**src/rtl/iot_pkg.sv**
```systemverilog
// Shared constants and types for the IoT event arbiter slice.
// Default device count and the id-width derivation used by all modules.
package iot_pkg;

   function automatic int id_width(input int n);
      return (n < 2) ? 1 : $clog2(n);
   endfunction

   localparam int N_DEV_DEF = 8;
   localparam int ID_W_DEF  = id_width(N_DEV_DEF);

   typedef logic [N_DEV_DEF-1:0] dev_mask_t;
   typedef logic [ID_W_DEF-1:0]  dev_id_t;

endpackage

```
**src/rtl/iot_rr_arbiter.sv**
```systemverilog
// Combinational single-grant arbiter over the pending-device vector.
// IOT_ARB_RR_EN selects round-robin from ptr+1; otherwise lowest index wins.
module iot_rr_arbiter
   import iot_pkg::*;
#(
   parameter int N_DEV = N_DEV_DEF,
   parameter int ID_W  = id_width(N_DEV)
) (
   input  logic [N_DEV-1:0] req,
   input  logic [ID_W-1:0]  ptr,
   output logic             gnt_valid,
   output logic [ID_W-1:0]  gnt_idx
);

`ifdef IOT_ARB_RR_EN
   // Walk the search order backwards so the last hit is the first in order.
   always_comb begin
      gnt_valid = 1'b0;
      gnt_idx   = '0;
      for (int i = N_DEV; i >= 1; i--) begin
         if (req[(int'(ptr) + i) % N_DEV]) begin
            gnt_valid = 1'b1;
            gnt_idx   = ID_W'((int'(ptr) + i) % N_DEV);
         end
      end
   end
`else
   logic ptr_unused;
   assign ptr_unused = ^ptr;

   // NOTE: every output gets a default first, so no path leaves a latch.
   always_comb begin
      gnt_valid = 1'b0;
      gnt_idx   = '0;
      for (int i = N_DEV - 1; i >= 0; i--) begin
         if (req[i]) begin
            gnt_valid = 1'b1;
            gnt_idx   = ID_W'(i);
         end
      end
   end
`endif

endmodule

```
**src/rtl/iot_event_arbiter.sv**
```systemverilog
// Serialises device on/off status changes into one change event per clock.
// Arbitration policy: define IOT_ARB_RR_EN for round-robin, else fixed priority.
module iot_event_arbiter
   import iot_pkg::*;
#(
   parameter int N_DEV = N_DEV_DEF,
   parameter int ID_W  = id_width(N_DEV)
) (
   input  logic             clk,
   input  logic             rst,
   input  logic [N_DEV-1:0] dev_on,
   input  logic             en,
   output logic             change,
   output logic             on_off,
   output logic [ID_W-1:0]  dev_id,
   output logic [N_DEV-1:0] active_mask,
   output logic             pending_any
);

   logic [N_DEV-1:0] dev_s;
   logic [N_DEV-1:0] pending;
   logic             gnt_valid;
   logic [ID_W-1:0]  gnt_idx;
   logic [ID_W-1:0]  ptr;

   // A difference, not an edge queue: a toggle that returns before grant cancels.
   assign pending     = dev_s ^ active_mask;
   assign pending_any = |pending;

`ifdef IOT_ARB_RR_EN
   // Reset to the last index so the first search after reset starts at device 0.
   always_ff @(posedge clk or posedge rst) begin
      if (rst) begin
         ptr <= ID_W'(N_DEV - 1);
      end else if (en && gnt_valid) begin
         ptr <= gnt_idx;
      end
   end
`else
   assign ptr = '0;
`endif

   iot_rr_arbiter #(
      .N_DEV (N_DEV),
      .ID_W  (ID_W)
   ) u_arb (
      .req       (pending),
      .ptr       (ptr),
      .gnt_valid (gnt_valid),
      .gnt_idx   (gnt_idx)
   );

   // NOTE: non-blocking assignments keep every register sampling pre-edge values.
   always_ff @(posedge clk or posedge rst) begin
      if (rst) begin
         dev_s       <= '0;
         active_mask <= '0;
         change      <= 1'b0;
         on_off      <= 1'b0;
         dev_id      <= '0;
      end else begin
         dev_s <= dev_on;
         if (en && gnt_valid) begin
            change               <= 1'b1;
            on_off               <= dev_s[gnt_idx];
            dev_id               <= gnt_idx;
            active_mask[gnt_idx] <= dev_s[gnt_idx];
         end else begin
            change <= 1'b0;
         end
      end
   end

endmodule

```
**config.mk**
```make
export PLATFORM = sky130hd
export DESIGN_NAME = iot_event_arbiter
export DESIGN_NICKNAME = d
export VERILOG_FILES = /design/src/rtl/iot_pkg.sv /design/src/rtl/iot_rr_arbiter.sv /design/src/rtl/iot_event_arbiter.sv
export SDC_FILE = /design/constraint.sdc
export NUM_CORES = 1
export LEC_CHECK = 0
export BUFFER_PORTS_ARGS = -buffer_cell sky130_fd_sc_hd__buf_2
export CAP_MARGIN = 40
export CORE_ASPECT_RATIO = 1.1
export CORE_UTILIZATION = 40
export DETAILED_ROUTE_END_ITERATION = 12
export GPL_TIMING_DRIVEN = 0
export PLACE_DENSITY = 0.62
export SYNTH_ARGS = -nofsm -noshare
export SYNTH_HDL_FRONTEND = slang
export SYNTH_HIERARCHICAL = 1
export SYNTH_SLANG_ARGS = --single-unit
```
**constraint.sdc**
```tcl
create_clock -name clk -period 3.1 [get_ports clk]
set_input_delay 0.31 -clock clk [delete_from_list [all_inputs] [get_ports clk]]
set_output_delay 0.31 -clock clk [all_outputs]
set_load 0.02 [all_outputs]
```
==> flow_summary.yaml, run 1 <==
status:
  status: "finished clean"
final_layout:
  n_antenna_cell: 0
  nets: 120
  layout.cells.non_filler: 138
  syn_to_final_growth_pct: 18.7
  drive_above_1_share_pct: 42.6
  multi_input_area_um2: 469
  regArea_um2: 526
  fillers: 218
worst_setup_path:
  r2r-start: "active_mask[3]$_DFFE_PP0P_"
  cp-end-kind: "flip-flop"
  crit_arrival_ps: 2820
  cp-startpoint: "active_mask[3]$_DFFE_PP0P_"
  crit_required_ps: 3290
  critical_path_class: "reg2reg"
  critPathMaxFanout: 10
  start_kind: "flip-flop"
placement:
  gp_congestion: 0.869
  pre_cts_slack_ps: 472
  dp_cells: 134
  hpwl_mm: 1.43
  io_buffers: 24
yosys:
  yosys_warnings: 6
  synth_area_mm2: 0.00102
  syn_nets: 90
  synthCells: 79
  synth_area_per_cell_um2: 12.9
floorplan:
  rows: 18
  die_x_um: 50.1
  dieArea_mm2: 0.00275
  die_h_um: 54.9
  initial_core_util_pct: 43.9
  io_pins: 25
  fp.coreArea_mm2: 0.00232
cts:
  post_cts_resized: 0
  cts_buffers: 3
  clk_pin_slew_ps: 130
  cts_root_buf: "clkbuf_4"
  htreeDepth: 1
  ctsLongestPathBuffers: 2
  clk_latency_ps: 300
  cts_setup_buffers: 0
  clock_sinks: 21
  cts_tree: "yes"
  cts_hold_buffers: 0
global_routing:
  grt_pass1_vias: 667
  overflow: 0
  antenna_found_initial: 0
  grt_max_degree: 22
  grt_pass1_wl_mm: 3.11
  grt_usage_pct: 15.6
power_and_ir_drop:
  p_per_area_mw_per_mm2: 988
  ir_drop_mv: 0.442
  power_leakage_nw: 0.596
detailed_routing:
  ant_nets: 0
  drt_iter0_markers: 10
  viasPerCell: 5.07
  vias: 700
  drcViolationCount: 0
  wl_per_cell_um: 13.9
  dr.pass1.iters: 4
  wl_mm: 1.92
sta:
  min_period_ps: 2630
  fmax_ghz: 0.380
  setup_ws_ps: 471
  relSlewSlack_pct: 48.1
  finClkSkew_ps: 11.0
  period_share_pct: 84.8
  tightest_slew_ps: 778
  setup_viol: 0
  rsz0062_at_grt: "no"
  fin_setup_tns_ps: 0
  slew_viol_final: 0
  hold_ws_ps: 98.6
  hold_viol: 0
min_path:
  min_from: "dev_on[2]"
  min_path_type: "in2reg"
flow_run:
  max_cap_viol_count: 0
[placed cells by master, fill, tap and decap left out, types with 2 or more instances in the layout]
| cell type | instances |
|---|---|
| xor2_1 | 8 |
| nand2_1 | 6 |
| mux2_4 | 12 |
| mux2_2 | 2 |
| nor2b_1 | 2 |
| nand2b_1 | 2 |
| dfrtp_1 | 21 |
| nor2_1 | 5 |
| clkbuf_4 | 3 |
| nor3_1 | 4 |
| buf_2 | 25 |
| inv_1 | 3 |
| nor4_1 | 4 |
[power by group]
group / total [mW] / internal, mW / leakage, nW / switching, mW
logic: 0.657 / 0.308 / 0.321 / 0.349
clock network: 0.132 / 0.0481 / 0.0177 / 0.0844
registers: 0.403 / 0.346 / 0.257 / 0.0569
total: 1.19 / 0.702 / 0.596 / 0.491
[worst max-delay path, stage by stage, from the launching register on]
cell	delay [ps]
dfrtp_1	430
xor2_1	320
nor2b_1	190
o21bai_1	70
o41ai_1	90
buf_6	210
mux2_4	310
mux4_2	590
mux2_4	300
[worst paths after layout]
check / end / slack [ps] / cells after the start
worst max-delay path: active_mask[4]$_DFFE_PP0P_ / 470 / 8
worst min-delay path: dev_s[2]$_DFF_PP0_ / 100 / 1
worst max register to register: active_mask[4]$_DFFE_PP0P_ / 470 / 8
worst min register to register: dev_id[2]$_DFFE_PP0P_ / 500 / 2
max in group asynchronous: active_mask[5]$_DFFE_PP0P_ / 2480 / 2
min in group asynchronous: change$_DFF_PP0_ / 120 / 2
[metal layers]
layer	part of all wire, %	up-vias	GRT usage, %
met5	0	-	0
met4	0.52	0	5.71
met3	3.2	2	3.28
met2	51	16	27.3
met1	45	343	19.2
li1	-	339	-
[area by class of cell]
cell class              count  area share (%)
flip-flops and latches     21            43.5
repair buffers             25            10.4
plain buffers               1           0.933
multi-input cells          54            38.9
clock buffers               3            1.87
clock inverters             1           0.415
well taps                  30            3.11
inverters                   3           0.933
[through the flow]
stage	area, um2	total power [mW]	util [%]
global route	1210	1.27	52.0
CTS	1210	1.20	52.0
finish	1210	1.19	52.0
floorplan	1020	0.905	-
detailed placement	1180	1.07	50.9
global placement	1170	1.05	50.6
[registers in the layout (all words and copies together), names as in the netlist]
signal,flops
on_off,1
dev_id,3
change,1
active_mask,8
dev_s,8
Note: power is estimated with default switching activity, not from simulation.
==> run 2, diff against run 1 <==
- clock period: 3.1 -> 2.45 ns (I/O delays scaled with it)
==> run 2 against run 1 <==
- the run now ends with negative setup slack left
- combinational power is 67% higher
- clock power is 21% higher
- via count is 3.4% higher
- sequential power is 33% higher
- critical endpoint is now active_mask[5]$_DFFE_PP0P_
- largest power group unchanged
- highest routed layer unchanged
==> flow_summary.yaml, run 2 (synthesized netlist as in run 1, its figures left out) <==
flow_run:
  max_cap_viol_count: 0
floorplan:
  dieArea_mm2: 0.00275
  die_h_um: 54.9
  initial_core_util_pct: 43.9
  rows: 18
  io_pins: 25
  die_x_um: 50.1
  fp.coreArea_mm2: 0.00232
cts:
  clock_sinks: 21
  clk_latency_ps: 290
  cts_hold_buffers: 0
  cts_root_buf: "clkbuf_4"
  ctsLongestPathBuffers: 2
  htreeDepth: 1
  clk_pin_slew_ps: 120
  cts_tree: "yes"
  cts_buffers: 3
sta:
  setup_viol: 9
  fin_setup_tns_ps: -405
  setup_ws_ps: -61.2
  period_share_pct: 102
  finClkSkew_ps: 9.30
  slew_viol_final: 0
  relSlewSlack_pct: 48.7
  hold_viol: 0
  fmax_ghz: 0.398
  min_period_ps: 2510
  tightest_slew_ps: 769
  rsz0062_at_grt: "yes"
worst_setup_path:
  cp-end-kind: "flip-flop"
  start_kind: "flip-flop"
  critPathMaxFanout: 7
  critical_path_class: "reg2reg"
  crit_arrival_ps: 2700
  cp-startpoint: "active_mask[2]$_DFFE_PP0P_"
  ff2ff_path_depth: 6
  r2r-start: "active_mask[2]$_DFFE_PP0P_"
  crit_required_ps: 2630
detailed_routing:
  drcViolationCount: 0
  wl_met1_um: 927
  viasPerCell: 4.99
  dr.pass1.iters: 3
  drt_iter0_markers: 7
  vias: 724
  ant_nets: 0
  wl_mm: 2.06
  wl_per_cell_um: 14.2
  top_layer: "met4"
  routed-wl-met2_mm: 1.07
  route.met3.wl_um: 51
status:
  status: "complete, but fails checks"
  violations: "negative setup slack"
final_layout:
  nets: 127
  n_antenna_cell: 0
  drive_above_1_share_pct: 58.3
  post-route-util_pct: 60.3
  final_common_cell: "buf_2"
  layout.cells.non_filler: 145
  syn_to_final_growth_pct: 37.5
  final_cell_mix: "buf_2 (24), dfrtp_1 (20), mux2_4 (13)"
  top_regs: "active_mask: 8 flops, dev_s: 8 flops, dev_id: 3 flops"
  fillers: 187
global_routing:
  grt_max_degree: 22
  grt_pass1_wl_mm: 3.29
  overflow: 0
  grt_pass1_vias: 688
  grt_usage_pct: 17.0
  antenna_found_initial: 0
placement:
  io_buffers: 24
  gp_congestion: 0.747
  dp_cells: 133
  hpwl_mm: 1.43
min_path:
  min_from: "dev_on[1]"
  min_path_cells: 1
  min_path_type: "in2reg"
power_and_ir_drop:
  p_int_mw: 1.06
  combPwrFrac_pct: 61.3
  power_leakage_nw: 0.658
  p_clk_share_pct: 8.9
  p_sw_mw: 0.735
  p_per_area_mw_per_mm2: 1280
  ir_drop_mv: 0.788
  netSwitchingFraction_pct: 41.0
  p_seq_share_pct: 29.8
[run 2: repair_timing]
item                       in CTS  in global routing
pin swaps                       1                  1
setup endpoints to repair       9                  9
resized for setup               3                  9
buffers inserted                3                  4
cloned                          1                  0
[run 2: path summary, 6_finish.rpt]
kind | end | slack, ps
hold / removal | dev_s[1]$_DFF_PP0_ | 40
setup reg to reg | active_mask[5]$_DFFE_PP0P_ | -60
min in group asynchronous | dev_id[0]$_DFFE_PP0P_ | 60
max in group asynchronous | active_mask[2]$_DFFE_PP0P_ | 1860
hold reg to reg | dev_id[2]$_DFFE_PP0P_ | 490
setup / recovery | active_mask[5]$_DFFE_PP0P_ | -60
[run 2: through the flow]
step           instance area, um2  setup WS, ps  hold WS, ps  total power, mW
2_1_floorplan                1060          5.05          221             1.19
6_report                     1400         -61.2         43.6             1.79
4_1_cts                      1300         -43.7         35.3             1.65
5_1_grt                      1400          -157         18.3             1.91
3_3_place_gp                 1220          -110          353             1.38
3_5_place_dp                 1220          -135          355             1.39
[run 2: power by group through the flow]
stage / logic [mW] / registers, mW / clock network (mW)
floorplan: 0.565 / 0.625 / 0
CTS: 0.962 / 0.523 / 0.167
global route: 1.18 / 0.546 / 0.183
finish: 1.10 / 0.535 / 0.160
detailed placement: 0.858 / 0.530 / 0
global placement: 0.852 / 0.527 / 0
[run 2: cell type report]
type                       count  area, um2  area share (%)
buffer                         1       11.3           0.805
clock buffer                   3       22.5            1.61
clock inverter                 1       5.00           0.358
inverter                       3       11.3           0.805
multi-input combinational     55        612            43.7
sequential                    21        527            37.7
tap                           30       37.5            2.68
timing repair buffer          31        173            12.3
[run 2: layer usage]
layer  up-vias  track usage [%]
met3         2             1.91
met1       364             21.8
met4         0             7.14
met5         -                0
met2        11             29.8
li1        347                -
[run 2: critical path, cell delays in order, from the launching register on]
cell and delay (ps):
dfrtp_2 460, xor2_4 220, o41ai_4 390, buf_6 190
mux2_4 310, mux4_2 540, mux2_4 280
